`src/rtl/pipe_pkg.sv`:
```
// Shared encodings and the control bundle for the five-stage pipeline controller.
package pipe_pkg;

    localparam int unsigned PIPE_AW = 5;
    localparam int unsigned OP_W    = 6;
    localparam int unsigned NPC_W   = 2;
    localparam int unsigned ALU_W   = 3;
    localparam int unsigned SRC_W   = 2;
    localparam int unsigned EXT_W   = 2;
    localparam int unsigned FWD_W   = 2;

    // Opcodes
    localparam logic [OP_W-1:0] OP_RTYPE = 6'h00;
    localparam logic [OP_W-1:0] OP_JAL   = 6'h03;
    localparam logic [OP_W-1:0] OP_BEQ   = 6'h04;
    localparam logic [OP_W-1:0] OP_BGTZ  = 6'h07;
    localparam logic [OP_W-1:0] OP_SLTIU = 6'h0B;
    localparam logic [OP_W-1:0] OP_ORI   = 6'h0D;
    localparam logic [OP_W-1:0] OP_LUI   = 6'h0F;
    localparam logic [OP_W-1:0] OP_LW    = 6'h23;
    localparam logic [OP_W-1:0] OP_SW    = 6'h2B;

    // R-type funct codes
    localparam logic [OP_W-1:0] FN_JR    = 6'h08;
    localparam logic [OP_W-1:0] FN_ADDU  = 6'h21;
    localparam logic [OP_W-1:0] FN_SUBU  = 6'h23;

    // Next-PC select
    localparam logic [NPC_W-1:0] NPC_PC4 = 2'b00;
    localparam logic [NPC_W-1:0] NPC_BR  = 2'b01;
    localparam logic [NPC_W-1:0] NPC_JAL = 2'b10;
    localparam logic [NPC_W-1:0] NPC_JR  = 2'b11;

    // ALU operations
    localparam logic [ALU_W-1:0] ALU_ADD  = 3'b000;
    localparam logic [ALU_W-1:0] ALU_SUB  = 3'b001;
    localparam logic [ALU_W-1:0] ALU_OR   = 3'b010;
    localparam logic [ALU_W-1:0] ALU_SLTU = 3'b100;
    localparam logic [ALU_W-1:0] ALU_BGTZ = 3'b101;

    // Write-back source
    localparam logic [SRC_W-1:0] SRC_ALU = 2'b00;
    localparam logic [SRC_W-1:0] SRC_MEM = 2'b01;
    localparam logic [SRC_W-1:0] SRC_PC8 = 2'b10;

    // Immediate extension
    localparam logic [EXT_W-1:0] EXT_SIGN = 2'b00;
    localparam logic [EXT_W-1:0] EXT_ZERO = 2'b01;
    localparam logic [EXT_W-1:0] EXT_LUI  = 2'b10;

    // Forward selects
    localparam logic [FWD_W-1:0] FWD_RF  = 2'b00;
    localparam logic [FWD_W-1:0] FWD_MEM = 2'b01;
    localparam logic [FWD_W-1:0] FWD_WB  = 2'b10;

    localparam logic [PIPE_AW-1:0] RA_ADDR = 5'd31;

    typedef struct packed {
        logic               reg_write;
        logic [SRC_W-1:0]   reg_src;
        logic [PIPE_AW-1:0] waddr;
        logic [ALU_W-1:0]   alu_op;
        logic               alu_src;
        logic               mem_write;
        logic               is_load;
    } ctrl_bundle_t;

    localparam ctrl_bundle_t CTRL_BUBBLE = '0;

    // True when stage bundle c writes a nonzero register equal to addr.
    function automatic logic writes(input ctrl_bundle_t c, input logic [PIPE_AW-1:0] addr);
        return c.reg_write && (c.waddr == addr) && (addr != '0);
    endfunction

endpackage

```
`src/rtl/pipe_decode.sv`:
```
// ID-stage decoder: op/funct into a control bundle, register-read flags and PC-change kind.
module pipe_decode
    import pipe_pkg::*;
(
    input  logic [OP_W-1:0]    op,
    input  logic [OP_W-1:0]    funct,
    input  logic [PIPE_AW-1:0] rt,
    input  logic [PIPE_AW-1:0] rd,
    output ctrl_bundle_t       ctrl_c,
    output logic               rs_read_c,
    output logic               rt_read_c,
    output logic [EXT_W-1:0]   ext_op_c,
    output logic               is_branch_c,
    output logic               is_jal_c,
    output logic               is_jr_c
);

    // Instruction decode; anything unrecognised stays a bubble.
    always_comb begin
        ctrl_c      = CTRL_BUBBLE;
        rs_read_c   = 1'b0;
        rt_read_c   = 1'b0;
        ext_op_c    = EXT_SIGN;
        is_branch_c = 1'b0;
        is_jal_c    = 1'b0;
        is_jr_c     = 1'b0;
        case (op)
            OP_RTYPE: begin
                case (funct)
                    FN_ADDU: begin
                        ctrl_c.reg_write = 1'b1;
                        ctrl_c.waddr     = rd;
                        ctrl_c.alu_op    = ALU_ADD;
                        rs_read_c        = 1'b1;
                        rt_read_c        = 1'b1;
                    end
                    FN_SUBU: begin
                        ctrl_c.reg_write = 1'b1;
                        ctrl_c.waddr     = rd;
                        ctrl_c.alu_op    = ALU_SUB;
                        rs_read_c        = 1'b1;
                        rt_read_c        = 1'b1;
                    end
                    FN_JR: begin
                        rs_read_c = 1'b1;
                        is_jr_c   = 1'b1;
                    end
                    default: ;
                endcase
            end
            OP_ORI: begin
                ctrl_c.reg_write = 1'b1;
                ctrl_c.waddr     = rt;
                ctrl_c.alu_op    = ALU_OR;
                ctrl_c.alu_src   = 1'b1;
                rs_read_c        = 1'b1;
                ext_op_c         = EXT_ZERO;
            end
            OP_LW: begin
                ctrl_c.reg_write = 1'b1;
                ctrl_c.reg_src   = SRC_MEM;
                ctrl_c.waddr     = rt;
                ctrl_c.alu_op    = ALU_ADD;
                ctrl_c.alu_src   = 1'b1;
                ctrl_c.is_load   = 1'b1;
                rs_read_c        = 1'b1;
            end
            OP_SW: begin
                ctrl_c.alu_op    = ALU_ADD;
                ctrl_c.alu_src   = 1'b1;
                ctrl_c.mem_write = 1'b1;
                rs_read_c        = 1'b1;
                rt_read_c        = 1'b1;
            end
            OP_BEQ: begin
                ctrl_c.alu_op = ALU_SUB;
                rs_read_c     = 1'b1;
                rt_read_c     = 1'b1;
                is_branch_c   = 1'b1;
            end
            OP_BGTZ: begin
                ctrl_c.alu_op = ALU_BGTZ;
                rs_read_c     = 1'b1;
                is_branch_c   = 1'b1;
            end
            OP_LUI: begin
                ctrl_c.reg_write = 1'b1;
                ctrl_c.waddr     = rt;
                ctrl_c.alu_op    = ALU_ADD;
                ctrl_c.alu_src   = 1'b1;
                ext_op_c         = EXT_LUI;
            end
            OP_JAL: begin
                ctrl_c.reg_write = 1'b1;
                ctrl_c.reg_src   = SRC_PC8;
                ctrl_c.waddr     = RA_ADDR;
                is_jal_c         = 1'b1;
            end
            OP_SLTIU: begin
                ctrl_c.reg_write = 1'b1;
                ctrl_c.waddr     = rt;
                ctrl_c.alu_op    = ALU_SLTU;
                ctrl_c.alu_src   = 1'b1;
                rs_read_c        = 1'b1;
            end
            default: ;
        endcase
    end

endmodule

```
`src/rtl/pipe_ctrl.sv`:
```
// Pipeline control: ID decode, stage control registers, hazard stalls and forwarding selects.
module pipe_ctrl
    import pipe_pkg::*;
#(
    parameter int unsigned REG_AW = 5,
    parameter bit          FWD_EN = 1'b1
) (
    input  logic              clk,
    input  logic              rst_n,
    input  logic [5:0]        id_op,
    input  logic [5:0]        id_funct,
    input  logic [REG_AW-1:0] id_rs,
    input  logic [REG_AW-1:0] id_rt,
    input  logic [REG_AW-1:0] id_rd,
    input  logic              id_cmp_zero,
    output logic [1:0]        id_npc_op,
    output logic [1:0]        id_ext_op,
    output logic              pc_ifid_en,
    output logic [1:0]        fwd_a_id,
    output logic [1:0]        fwd_b_id,
    output logic [1:0]        fwd_a_ex,
    output logic [1:0]        fwd_b_ex,
    output logic [2:0]        ex_alu_op,
    output logic              ex_alu_src,
    output logic              mem_write,
    output logic              wb_reg_write,
    output logic [1:0]        wb_reg_src,
    output logic [REG_AW-1:0] wb_waddr
);

    ctrl_bundle_t       dec_ctrl_c;
    logic               dec_rs_rd_c, dec_rt_rd_c;
    logic               dec_branch_c, dec_jal_c, dec_jr_c;
    logic [EXT_W-1:0]   dec_ext_c;

    ctrl_bundle_t       id_ex_q, ex_mem_q, mem_wb_q;
    logic [PIPE_AW-1:0] ex_rs_q, ex_rt_q;
    logic               ex_rs_rd_q, ex_rt_rd_q;

    logic [PIPE_AW-1:0] src_a, src_b;
    logic               a_ex, b_ex, a_mem, b_mem;
    logic               consume, load_use, br_stall, stall_c;
    logic               unused_wb;

    assign src_a = PIPE_AW'(id_rs);
    assign src_b = PIPE_AW'(id_rt);

    pipe_decode u_decode (
        .op          (id_op),
        .funct       (id_funct),
        .rt          (src_b),
        .rd          (PIPE_AW'(id_rd)),
        .ctrl_c      (dec_ctrl_c),
        .rs_read_c   (dec_rs_rd_c),
        .rt_read_c   (dec_rt_rd_c),
        .ext_op_c    (dec_ext_c),
        .is_branch_c (dec_branch_c),
        .is_jal_c    (dec_jal_c),
        .is_jr_c     (dec_jr_c)
    );

    // RAW hazard detection against EX and MEM, stall decision and ID-side forwarding.
    always_comb begin
        consume  = dec_branch_c || dec_jr_c;
        a_ex     = dec_rs_rd_c && writes(id_ex_q, src_a);
        b_ex     = dec_rt_rd_c && writes(id_ex_q, src_b);
        a_mem    = dec_rs_rd_c && writes(ex_mem_q, src_a);
        b_mem    = dec_rt_rd_c && writes(ex_mem_q, src_b);
        load_use = id_ex_q.is_load && (a_ex || b_ex);
        br_stall = consume && (a_ex || b_ex || (ex_mem_q.is_load && (a_mem || b_mem)));
        if (FWD_EN) begin
            stall_c = load_use || br_stall;
        end else begin
            // Write-before-read regfile covers a WB writer, so only EX/MEM stall.
            stall_c = a_ex || b_ex || a_mem || b_mem;
        end
        pc_ifid_en = !stall_c;

        fwd_a_id = FWD_RF;
        fwd_b_id = FWD_RF;
        if (FWD_EN && consume && !ex_mem_q.is_load) begin
            if (a_mem) fwd_a_id = FWD_MEM;
            if (b_mem) fwd_b_id = FWD_MEM;
        end
    end

    // Next-PC select; a stall suppresses the decision so it is re-made next cycle.
    always_comb begin
        id_npc_op = NPC_PC4;
        id_ext_op = dec_ext_c;
        if (!stall_c) begin
            if (dec_branch_c && id_cmp_zero) id_npc_op = NPC_BR;
            else if (dec_jal_c)              id_npc_op = NPC_JAL;
            else if (dec_jr_c)               id_npc_op = NPC_JR;
        end
    end

    // EX operand forwarding: MEM result beats WB write data.
    always_comb begin
        fwd_a_ex = FWD_RF;
        fwd_b_ex = FWD_RF;
        if (FWD_EN) begin
            if (ex_rs_rd_q && writes(ex_mem_q, ex_rs_q))      fwd_a_ex = FWD_MEM;
            else if (ex_rs_rd_q && writes(mem_wb_q, ex_rs_q)) fwd_a_ex = FWD_WB;
            if (ex_rt_rd_q && writes(ex_mem_q, ex_rt_q))      fwd_b_ex = FWD_MEM;
            else if (ex_rt_rd_q && writes(mem_wb_q, ex_rt_q)) fwd_b_ex = FWD_WB;
        end
    end

    // Stage registers; a stall turns the ID/EX load into a bubble while later stages advance.
    always_ff @(posedge clk or negedge rst_n) begin
        if (!rst_n) begin
            id_ex_q    <= CTRL_BUBBLE;
            ex_mem_q   <= CTRL_BUBBLE;
            mem_wb_q   <= CTRL_BUBBLE;
            ex_rs_q    <= '0;
            ex_rt_q    <= '0;
            ex_rs_rd_q <= 1'b0;
            ex_rt_rd_q <= 1'b0;
        end else begin
            ex_mem_q <= id_ex_q;
            mem_wb_q <= ex_mem_q;
            if (stall_c) begin
                id_ex_q    <= CTRL_BUBBLE;
                ex_rs_q    <= '0;
                ex_rt_q    <= '0;
                ex_rs_rd_q <= 1'b0;
                ex_rt_rd_q <= 1'b0;
            end else begin
                id_ex_q    <= dec_ctrl_c;
                ex_rs_q    <= src_a;
                ex_rt_q    <= src_b;
                ex_rs_rd_q <= dec_rs_rd_c;
                ex_rt_rd_q <= dec_rt_rd_c;
            end
        end
    end

    assign ex_alu_op    = id_ex_q.alu_op;
    assign ex_alu_src   = id_ex_q.alu_src;
    assign mem_write    = ex_mem_q.mem_write;
    assign wb_reg_write = mem_wb_q.reg_write;
    assign wb_reg_src   = mem_wb_q.reg_src;
    assign wb_waddr     = REG_AW'(mem_wb_q.waddr);

    // Bundle fields that have no consumer once they reach WB.
    assign unused_wb = ^{mem_wb_q.alu_op, mem_wb_q.alu_src, mem_wb_q.mem_write, mem_wb_q.is_load};

endmodule

```
`config.mk`:
```
export PLATFORM = sky130hd
export DESIGN_NAME = pipe_ctrl
export DESIGN_NICKNAME = d
export VERILOG_FILES = /design/src/rtl/pipe_pkg.sv /design/src/rtl/pipe_decode.sv /design/src/rtl/pipe_ctrl.sv
export SDC_FILE = /design/constraint.sdc
export NUM_CORES = 1
export LEC_CHECK = 0
export ABC_CLOCK_PERIOD_IN_PS = 3300
export CAP_MARGIN = 20
export CORE_UTILIZATION = 45
export DETAILED_ROUTE_END_ITERATION = 10
export PLACE_DENSITY = 0.85
export SLEW_MARGIN = 20
export SYNTH_ARGS = -nofsm -noshare
export SYNTH_HDL_FRONTEND = slang
export SYNTH_SLANG_ARGS = --single-unit
```
`constraint.sdc`:
```
create_clock -name clk -period 3.3 [get_ports clk]
set_clock_uncertainty 0.05 [all_clocks]
set_input_delay 0.825 -clock clk [delete_from_list [all_inputs] [get_ports clk]]
set_output_delay 0.825 -clock clk [all_outputs]
set_load 0.05 [all_outputs]
```
==> results of run 1 <==
cells by family (layout without fill, tap and decap cells):
group	count (synthesis)	in the layout	share of synthesized area
buf+inv	16	108	0.0491
simple gates	98	98	0.241
compound gates	34	34	0.108
flops	44	44	0.450
other cells	1	2	0.00153
xor+xnor	42	42	0.150
cell type report:
cell class	count	area (µm²)	share of cell area
multi-input combinational	176	1410	0.385
sequential	44	1100	0.300
timing repair buffer	99	940	0.256
tap	70	87.6	0.0239
clock buffer	6	82.6	0.0225
clock inverter	2	38.8	0.0106
inverter	1	3.75	0.00102
routing by layer:
| metal | routed length [µm] | share of wire | vias up | GRT usage |
|---|---|---|---|---|
| li1 | - | - | 1022 | - |
| met4 | 267 | 0.042 | 0 | 0.117 |
| met2 | 3330 | 0.52 | 93 | 0.446 |
| met1 | 2520 | 0.39 | 1075 | 0.287 |
| met5 | 0 | 0 | - | 0 |
| met3 | 315 | 0.049 | 32 | 0.0542 |
path summary, 6_finish.rpt:
kind                                      endpoint  slack, ns
min reg2reg                wb_reg_src[0]$_DFF_PN0_       0.30
min                        wb_reg_src[0]$_DFF_PN0_       0.30
min in group asynchronous    ex_mem_q[0]$_DFF_PN0_       0.62
max in group asynchronous     ex_rs_q[1]$_DFF_PN0_       1.99
max                                     pc_ifid_en      -0.12
max reg2reg                   ex_rt_rd_q$_DFF_PN0_       1.28
flip-flops by register name, indices dropped and copies added (netlist names):
register,count
ex_alu_op,3
wb_reg_src,2
ex_rs_q,5
ex_rs_rd_q,1
wb_reg_write,1
wb_waddr,5
ex_rt_q,5
mem_write,1
id_ex_q,10
ex_rt_rd_q,1
ex_mem_q,9
ex_alu_src,1
report_power, final:
group | internal, mW | switching (mW) | leakage [nW]
logic | 0.0933 | 0.104 | 1.01
registers | 0.556 | 0.0204 | 0.573
clock network | 0.247 | 0.180 | 0.0614
total | 0.897 | 0.304 | 1.65
Yosys cell counts, types with 2 or more instances:
cell	number	area, µm²
clkbuf_1	2	7.51
xnor2_1	18	158
nor3_2	3	30.0
nor2b_1	5	31.3
nor2_1	10	37.5
nand2_1	8	30.0
o21ai_0	3	15.0
or4_4	2	22.5
o21ai_1	9	45.0
buf_6	5	56.3
nand4_1	4	25.0
buf_4	5	37.5
nor3_1	3	15.0
buf_2	3	15.0
o21ai_2	7	61.3
nor4_1	10	62.6
a21oi_1	2	10.0
and2_1	2	12.5
or4_1	4	30.0
nor3b_1	3	22.5
xor2_1	24	210
a221oi_1	5	43.8
and3_1	2	12.5
dfrtp_1	44	1100
nand3_1	30	150
nand2b_1	2	12.5
metrics by stage:
stage | util | setup WS [ns]
detailed placement | 0.647 | -0.614
floorplan | - | -0.215
global route | 0.709 | -0.175
finish | 0.709 | -0.117
CTS | 0.700 | -0.0770
global placement | 0.647 | -0.577
cell usage in the layout, fill, tap and decap left out, drive strengths merged, types with 2 or more instances in the layout:
| cell | count |
|---|---|
| and2 | 2 |
| nor3b | 3 |
| nand2b | 2 |
| clkdlybuf4s15 | 3 |
| or4 | 6 |
| a21oi | 2 |
| xor2 | 24 |
| dlymetal6s2s | 3 |
| and3 | 2 |
| dfrtp | 44 |
| a221oi | 5 |
| nor2b | 5 |
| nor4 | 10 |
| clkbuf | 6 |
| o21ai | 20 |
| clkdlybuf4s50 | 20 |
| nand3 | 31 |
| buf | 61 |
| xnor2 | 18 |
| nor3 | 6 |
| nand2 | 9 |
| conb | 2 |
| nand4 | 4 |
| nor2 | 10 |
| dlygate4sd2 | 12 |
repair_timing:
| item | 4_1_cts | 5_1_grt |
|---|---|---|
| gates resized for setup | 84 | 8 |
| hold endpoints to repair | 0 | 0 |
| endpoints found under the setup margin | 5 | 8 |
| setup buffers | 8 | 2 |
| pin swaps | 27 | 5 |
worst reg2reg max path, stage by stage, from the launching register on:
cell     delay (ns)
dfrtp_1        0.43
xnor2_1        0.19
nand4_1        0.16
nor4_4         0.43
a32oi_4        0.18
buf_4          0.24
o21ai_1        0.11
o21ai_1        0.11
==> reports/results.txt, run 1 <==
Pwr Density -> 328 nW/µm²
DRC Markers -> 0
ys flop type -> dfrtp_1
GR Overflow Total -> 0
post-synthesis sequential area ratio -> 0.450
core area -> 5170 µm²
Cell Area, Placed -> 3350 µm²
final setup vio count -> 4
Initial Util -> 0.473
RSZ-0062 raised after global routing -> true
Worst VDD drop -> 0.181 mV
non-filler cells, final -> 398
Yosys reg bits -> 44
Setup WS post-layout -> -0.117 ns
Worst Tran Pin Value -> 0.948 ns
CP Class -> in -> out
critical path endpoint category -> output port
Slowest-stage cell, CP -> or3b_4
Critical Path Stages -> 8
failing checks -> setup timing
Vias -> 2,222
placed insts -> 382
Clk pin slew, worst setup/hold paths -> 0.08 ns
final-stage net count -> 357
share of cells above drive strength 1 -> 0.345
critical path launch point type -> primary input
Synth Warn # -> 0
drt first-iter violations -> 119
Critical Path RT -> 2.42 ns
hold path cells -> 0
Worst EP arrival -> 2.54 ns
final worst path period need -> 3.42 ns
WHS -> 0.303 ns
DIE AREA -> 5740 µm²
Netlist cell types -> 46
Layout fillers -> 363
largest net degree at the start of global routing -> 45
first-pass GRT wire length -> 10.5 mm
Max Root-Sink Buffers -> 2
# rows -> 26
CP Cell Sequence -> buf_8 -> and4b_4 -> and3b_2 -> or3b_4 -> o211ai_1 -> nand2_4 -> o21ai_4 -> buf_12
# diodes -> 0
overall power -> 1.20 mW
reg-to-reg startpoint -> id_ex_q[10]$_DFF_PN0_
# IOs -> 56
Syn Std Cell Area -> 2450 µm²
worst rel slew slack -> 0.368
hold wc startpoint -> ex_mem_q[11]$_DFF_PN0_
Area growth syn-to-layout -> 49.7%
CTS H-tree lvls -> 2
Total Neg Setup Slack -> -0.378 ns
worst skew pair latency -> 0.30 ns
GP Congestion -> 0.863
R2R depth -> 7
WL per Instance -> 16.2 µm
Pre-Repair DR Iteration Count -> 5
async set-reset flop share out of synthesis -> 1.00
clock root buffer -> clkbuf_8
Via density -> 5.58
largest delay contributor family on the critical path -> simple AND/OR/NAND/NOR gates
outcome -> finished, violations left
final WL -> 6.43 mm
number of synthesized flops with an enable pin -> 0
CTS tree -> done
Final Cell Area -> 3660 µm²
die height -> 75.7 µm
Slew Viols, Final -> 0
maxcap violations -> 0
hold buffer count at CTS -> 0
Synth Instances -> 235
Leakage -> 1.65 nW
worst-path fanout max -> 6
die width -> 75.7 µm
largest stage delay on the critical path -> 0.43 ns
final worst path period share -> 1.04
Critical Path Source -> id_op[0]
CTS buffer count -> 5
# clock sinks -> 44
post-DP HPWL -> 4.47 mm
Synth Area per Inst -> 10.4 µm²
gr usage total -> 0.251
vias in the first global route -> 2,200
fmax -> 293 MHz
Final Hold Viols -> 0
Final ANT Viol Nets -> 0
buffer and inverter count on the worst path -> 2
Hold Crit Class -> reg -> reg
Port Buffers -> 53
initial antenna violation count -> 0
No activity file was read; power rests on OpenSTA's default activity.
==> inputs of run 2 (changes only) <==
- SKIP_CTS_REPAIR_TIMING: default -> 1
==> run 2 against run 1 <==
  * The run still ends with setup timing left
  * Global-route usage down 2.4 points
  * Sequential share of layout area down 0.47 points
  * Critical path type unchanged
  * Critical path depth unchanged
  * Final area up 1.6%
  * Non-clock buffer count down 1
  * Critical endpoint unchanged
  * Power up 0.33%
  * Die area unchanged
  * Highest routed layer unchanged
  * Register-to-register slack worse by 0.03 ns
  * Clock power about the same
  * Wire length down 1.6%
  * Flip-flop and latch count unchanged
==> reports/results.txt, run 2 (same netlist as run 1, synthesis figures left out) <==
DIE AREA -> 5740 µm² (unchanged)
gr usage total -> 0.227 (-0.0244)
buffer and inverter count on the worst path -> 2 (unchanged)
final worst path period share -> 1.03 (-0.00398)
failing checks -> setup timing
DRC Markers -> 0 (unchanged)
Slowest-stage cell, CP -> or3b_4
Hold Crit Class -> reg -> reg
first-pass GRT wire length -> 9.59 mm (-8.6%)
CTS tree -> done
drt first-iter violations -> 141 (+18%)
worst rel slew slack -> 0.363 (-0.00513)
Largest register FFs -> 10 (unchanged)
die height -> 75.7 µm (unchanged)
maxcap violations -> 0 (unchanged)
Biggest register -> id_ex_q
largest net degree at the start of global routing -> 45 (unchanged)
CP Cell Sequence -> buf_8 -> and4b_4 -> and3b_2 -> or3b_4 -> o211ai_1 -> nand2_4 -> o21ai_4 -> buf_12
worst-path fanout max -> 6 (unchanged)
Pwr Density -> 324 nW/µm² (-1.3%)
Worst EP arrival -> 2.53 ns (about the same)
Final ANT Viol Nets -> 0 (unchanged)
# clock sinks -> 44 (unchanged)
Via density -> 5.50 (-1.5%)
initial antenna violation count -> 0 (unchanged)
# rows -> 26 (unchanged)
clock root buffer -> clkbuf_8
Vias -> 2,184 (-1.7%)
Area growth syn-to-layout -> 52.1%
CTS buffer count -> 5 (unchanged)
largest delay contributor family on the critical path -> simple AND/OR/NAND/NOR gates
outcome -> finished, violations left
CP Class -> in -> out
Leakage -> 1.78 nW (+7.9%)
GR Overflow Total -> 0 (unchanged)
Max Root-Sink Buffers -> 2 (unchanged)
Initial Util -> 0.473 (unchanged)
WL per Instance -> 15.9 µm (-1.3%)
Critical Path RT -> 2.42 ns (about the same)
Layout fillers -> 363 (unchanged)
# IOs -> 56 (unchanged)
critical path endpoint category -> output port
Pre-Repair DR Iteration Count -> 4 (-1)
commonest non-fill, non-tap cell in the layout -> dfrtp_1
largest stage delay on the critical path -> 0.42 ns (about the same)
Final Hold Viols -> 0 (unchanged)
post-DP HPWL -> 4.47 mm (unchanged)
Port Buffers -> 53 (unchanged)
# diodes -> 0 (unchanged)
final setup vio count -> 4 (unchanged)
most frequent cells in the layout -> dfrtp_1 (44), buf_4 (38), nand3_1 (30)
GP Congestion -> 0.863 (unchanged)
Placement Setup Slack -> -0.614 ns (unchanged)
final WL -> 6.33 mm (-1.6%)
final worst path period need -> 3.40 ns (-0.0131 ns)
share of cells above drive strength 1 -> 0.346 (+0.00105)
die width -> 75.7 µm (unchanged)
final core occ -> 0.720 (+0.0114)
Worst VDD drop -> 0.182 mV (+0.78%)
RSZ-0062 raised after global routing -> true
worst skew pair latency -> 0.30 ns (about the same)
core area -> 5170 µm² (unchanged)
Total Neg Setup Slack -> -0.320 ns (+0.0582 ns)
Clk pin slew, worst setup/hold paths -> 0.08 ns (about the same)
CTS H-tree lvls -> 2 (unchanged)
overall power -> 1.21 mW (+0.33%)
final-stage net count -> 356 (-0.28%)
critical path launch point type -> primary input
Slew Viols, Final -> 0 (unchanged)
vias in the first global route -> 2,054 (-6.6%)
Setup WS post-layout -> -0.104 ns (+0.0131 ns)
top flop regs -> id_ex_q (10), ex_mem_q (9)
Worst Tran Pin Value -> 0.956 ns (+0.00770 ns)
fmax -> 294 MHz (+0.39%)
run 2: layer usage:
layer | routed length, µm | track usage
met1 | 2400 | 0.268
met2 | 3350 | 0.403
met3 | 384 | 0.0463
met4 | 187 | 0.0885
met5 | 0 | 0
run 2: layout make-up:
class / instances / area [µm²] / share of cell area
multi-input cells: 176 / 1420 / 0.381
repair buffers: 98 / 992 / 0.266
flip-flops and latches: 44 / 1100 / 0.296
inverters: 1 / 3.75 / 0.00101
well taps: 70 / 87.6 / 0.0235
clock inverters: 2 / 38.8 / 0.0104
clock buffers: 6 / 82.6 / 0.0222
run 2: worst paths after layout:
check	slack, ns	cells after the start	end	start
worst max-delay path	-0.10	8	pc_ifid_en	id_op[1]
worst min-delay path	0.30	0	wb_reg_src[0]$_DFF_PN0_	ex_mem_q[11]$_DFF_PN0_
worst max register to register	1.25	7	ex_rt_rd_q$_DFF_PN0_	ex_mem_q[9]$_DFF_PN0_
worst min register to register	0.30	0	wb_reg_src[0]$_DFF_PN0_	ex_mem_q[11]$_DFF_PN0_
max in group asynchronous	1.99	1	ex_rt_q[1]$_DFF_PN0_	rst_n
min in group asynchronous	0.62	1	ex_mem_q[8]$_DFF_PN0_	rst_n
run 2: worst reg2reg max path: stages, from the launching register on:
cell,delay [ns]
dfrtp_1,0.48
xnor2_2,0.20
nand4_1,0.18
nor4_4,0.36
o211ai_1,0.18
nand2_4,0.17
buf_4,0.17
o21ai_1,0.11
run 2: power by group:
part	internal, mW	leakage [nW]	switching (mW)
combinational	0.0979	1.14	0.102
clock	0.247	0.0614	0.181
sequential	0.556	0.573	0.0206
run 2: metrics by stage:
stage / area [µm²] / cells / hold slack, ns
floorplan: 2540 / 236 / 0.281
global placement: 3350 / 382 / 0.282
detailed placement: 3350 / 382 / 0.286
CTS: 3470 / 390 / 0.305
global route: 3720 / 397 / 0.309
finish: 3720 / 397 / 0.303
==> inputs of run 3 (changes only) <==
==> constraint.sdc (replaced) <==
create_clock -name clk -period 3.3 [get_ports clk]
set_clock_uncertainty 0.05 [all_clocks]
set_input_delay 0.495 -clock clk [delete_from_list [all_inputs] [get_ports clk]]
set_output_delay 0.495 -clock clk [all_outputs]
set_load 0.05 [all_outputs]
==> run 3 against run 2 <==
  * The flow now finishes without violations
  * Global-route usage about the same
  * Non-clock buffer count decreased by 27
  * Maximum frequency rose by 6.7%
  * Sequential share of layout area up 4.6 points
  * Power is 12% lower
  * Highest routed layer unchanged
==> reports/results.txt, run 3 (same netlist as run 1, synthesis figures left out) <==
Worst Tran Pin Value -> 0.914 ns (-0.0414 ns)
GP Congestion -> 0.867 (+0.52%)
overall power -> 1.06 mW (-12%)
final worst path period share -> 0.967 (-0.0647)
gr usage total -> 0.227 (about the same)
first-pass GRT wire length -> 9.58 mm (about the same)
die height -> 75.7 µm (unchanged)
# rows -> 26 (unchanged)
initial antenna violation count -> 0 (unchanged)
Final ANT Viol Nets -> 0 (unchanged)
Vias -> 2,030 (-7.1%)
vias in the first global route -> 2,054 (unchanged)
largest stage delay on the critical path -> 0.50 ns (+0.08 ns)
Leakage -> 1.35 nW (-24%)
critical path launch point type -> primary input
worst skew pair latency -> 0.30 ns (about the same)
# IOs -> 56 (unchanged)
Critical Path Source -> id_op[5]
Pre-Repair DR Iteration Count -> 4 (unchanged)
Setup WS post-layout -> 0.110 ns (+0.214 ns)
Via density -> 5.50 (about the same)
worst rel slew slack -> 0.390 (+0.0276)
Layout fillers -> 419 (+15%)
CP Class -> in -> out
fmax -> 313 MHz (+6.7%)
Pwr Density -> 328 nW/µm² (+1.4%)
top flop regs -> id_ex_q (10), ex_mem_q (9)
CTS tree -> done
final core occ -> 0.623 (-0.0970)
post-DP HPWL -> 4.33 mm (-3.1%)
commonest non-fill, non-tap cell in the layout -> clkdlybuf4s50_1
outcome -> completed
multi-input logic area -> 1260 µm² (-11%)
Slowest-stage cell, CP -> clkdlybuf4s50_1
placed insts -> 362 (-5.2%)
Worst VDD drop -> 0.252 mV (+39%)
Biggest register -> id_ex_q
share of cells above drive strength 1 -> 0.187 (-0.158)
# diodes -> 0 (unchanged)
CTS H-tree lvls -> 2 (unchanged)
Cell Area, Placed -> 3110 µm² (-7.2%)
core area -> 5170 µm² (unchanged)
CTS buffer count -> 5 (unchanged)
Max Root-Sink Buffers -> 2 (unchanged)
worst-path fanout max -> 6 (unchanged)
DRC Markers -> 0 (unchanged)
Slew Viols, Final -> 0 (unchanged)
Area growth syn-to-layout -> 31.6%
final WL -> 5.56 mm (-12%)
DIE AREA -> 5740 µm² (unchanged)
non-filler cells, final -> 369 (-7.1%)
Final Cell Area -> 3220 µm² (-13%)
largest delay contributor family on the critical path -> simple AND/OR/NAND/NOR gates
critical path endpoint category -> output port
CP Cell Sequence -> clkdlybuf4s50_1 -> and4b_4 -> and3b_1 -> or3b_4 -> o211ai_1 -> nand2_2 -> nor2_1 -> buf_6
final setup vio count -> 0 (-4)
Final Hold Viols -> 0 (unchanged)
drt first-iter violations -> 96 (-32%)
Worst EP arrival -> 2.65 ns (+0.12 ns)
Placement Setup Slack -> 0.0242 ns (+0.638 ns)
Largest register FFs -> 10 (unchanged)
WL per Instance -> 15.1 µm (-5.5%)
largest net degree at the start of global routing -> 45 (unchanged)
reg-to-reg startpoint -> id_ex_q[6]$_DFF_PN0_
# clock sinks -> 44 (unchanged)
Port Buffers -> 53 (unchanged)
die width -> 75.7 µm (unchanged)
Clk pin slew, worst setup/hold paths -> 0.07 ns (about the same)
final-stage net count -> 329 (-7.6%)
Reg area -> 1100 µm² (unchanged)
clock root buffer -> clkbuf_8
Hold Crit Class -> in -> async
buffer and inverter count on the worst path -> 2 (unchanged)
most frequent cells in the layout -> clkdlybuf4s50_1 (45), dfrtp_1 (44), nand3_1 (30)
Initial Util -> 0.473 (unchanged)
GR Overflow Total -> 0 (unchanged)
maxcap violations -> 0 (unchanged)
Critical Path RT -> 2.75 ns (+0.33 ns)
final worst path period need -> 3.19 ns (-0.214 ns)
## run 3: metrics by stage
stage	hold slack (ns)	setup TNS (ns)
2_1_floorplan	0.149	0
3_3_place_gp	0.282	0
3_5_place_dp	0.286	0
4_1_cts	0.303	0
5_1_grt	0.311	-0.00923
6_report	0.281	0
## run 3: area by class of cell
class / count / share of cell area
inverters: 1 / 0.00117
well taps: 70 / 0.0272
flip-flops and latches: 44 / 0.342
clock inverters: 2 / 0.00388
repair buffers: 71 / 0.214
multi-input cells: 176 / 0.391
clock buffers: 5 / 0.0214
## run 3: power breakdown
part           leakage [nW]  switching (mW)  internal (mW)
combinational         0.742          0.0887         0.0807
clock                0.0400           0.169          0.143
sequential            0.573          0.0202          0.556
## run 3: final timing paths
check | endpoint | slack [ns] | depth (start not counted)
min in group clk | ex_mem_q[12]$_DFF_PN0_ | 0.30 | 0
max in group asynchronous | ex_alu_op[0]$_DFF_PN0_ | 2.36 | 1
hold / removal | wb_waddr[0]$_DFF_PN0_ | 0.28 | 1
setup reg to reg | ex_rt_rd_q$_DFF_PN0_ | 1.27 | 7
hold reg to reg | ex_mem_q[12]$_DFF_PN0_ | 0.30 | 0
setup / recovery | id_npc_op[1] | 0.11 | 8
## run 3: layer usage
metal | global-route usage | up-vias | wire length [µm]
li1 | - | 966 | -
met1 | 0.275 | 972 | 2210
met4 | 0.0700 | 0 | 74
met3 | 0.0569 | 7 | 365
met2 | 0.397 | 85 | 2910
met5 | 0 | - | 0
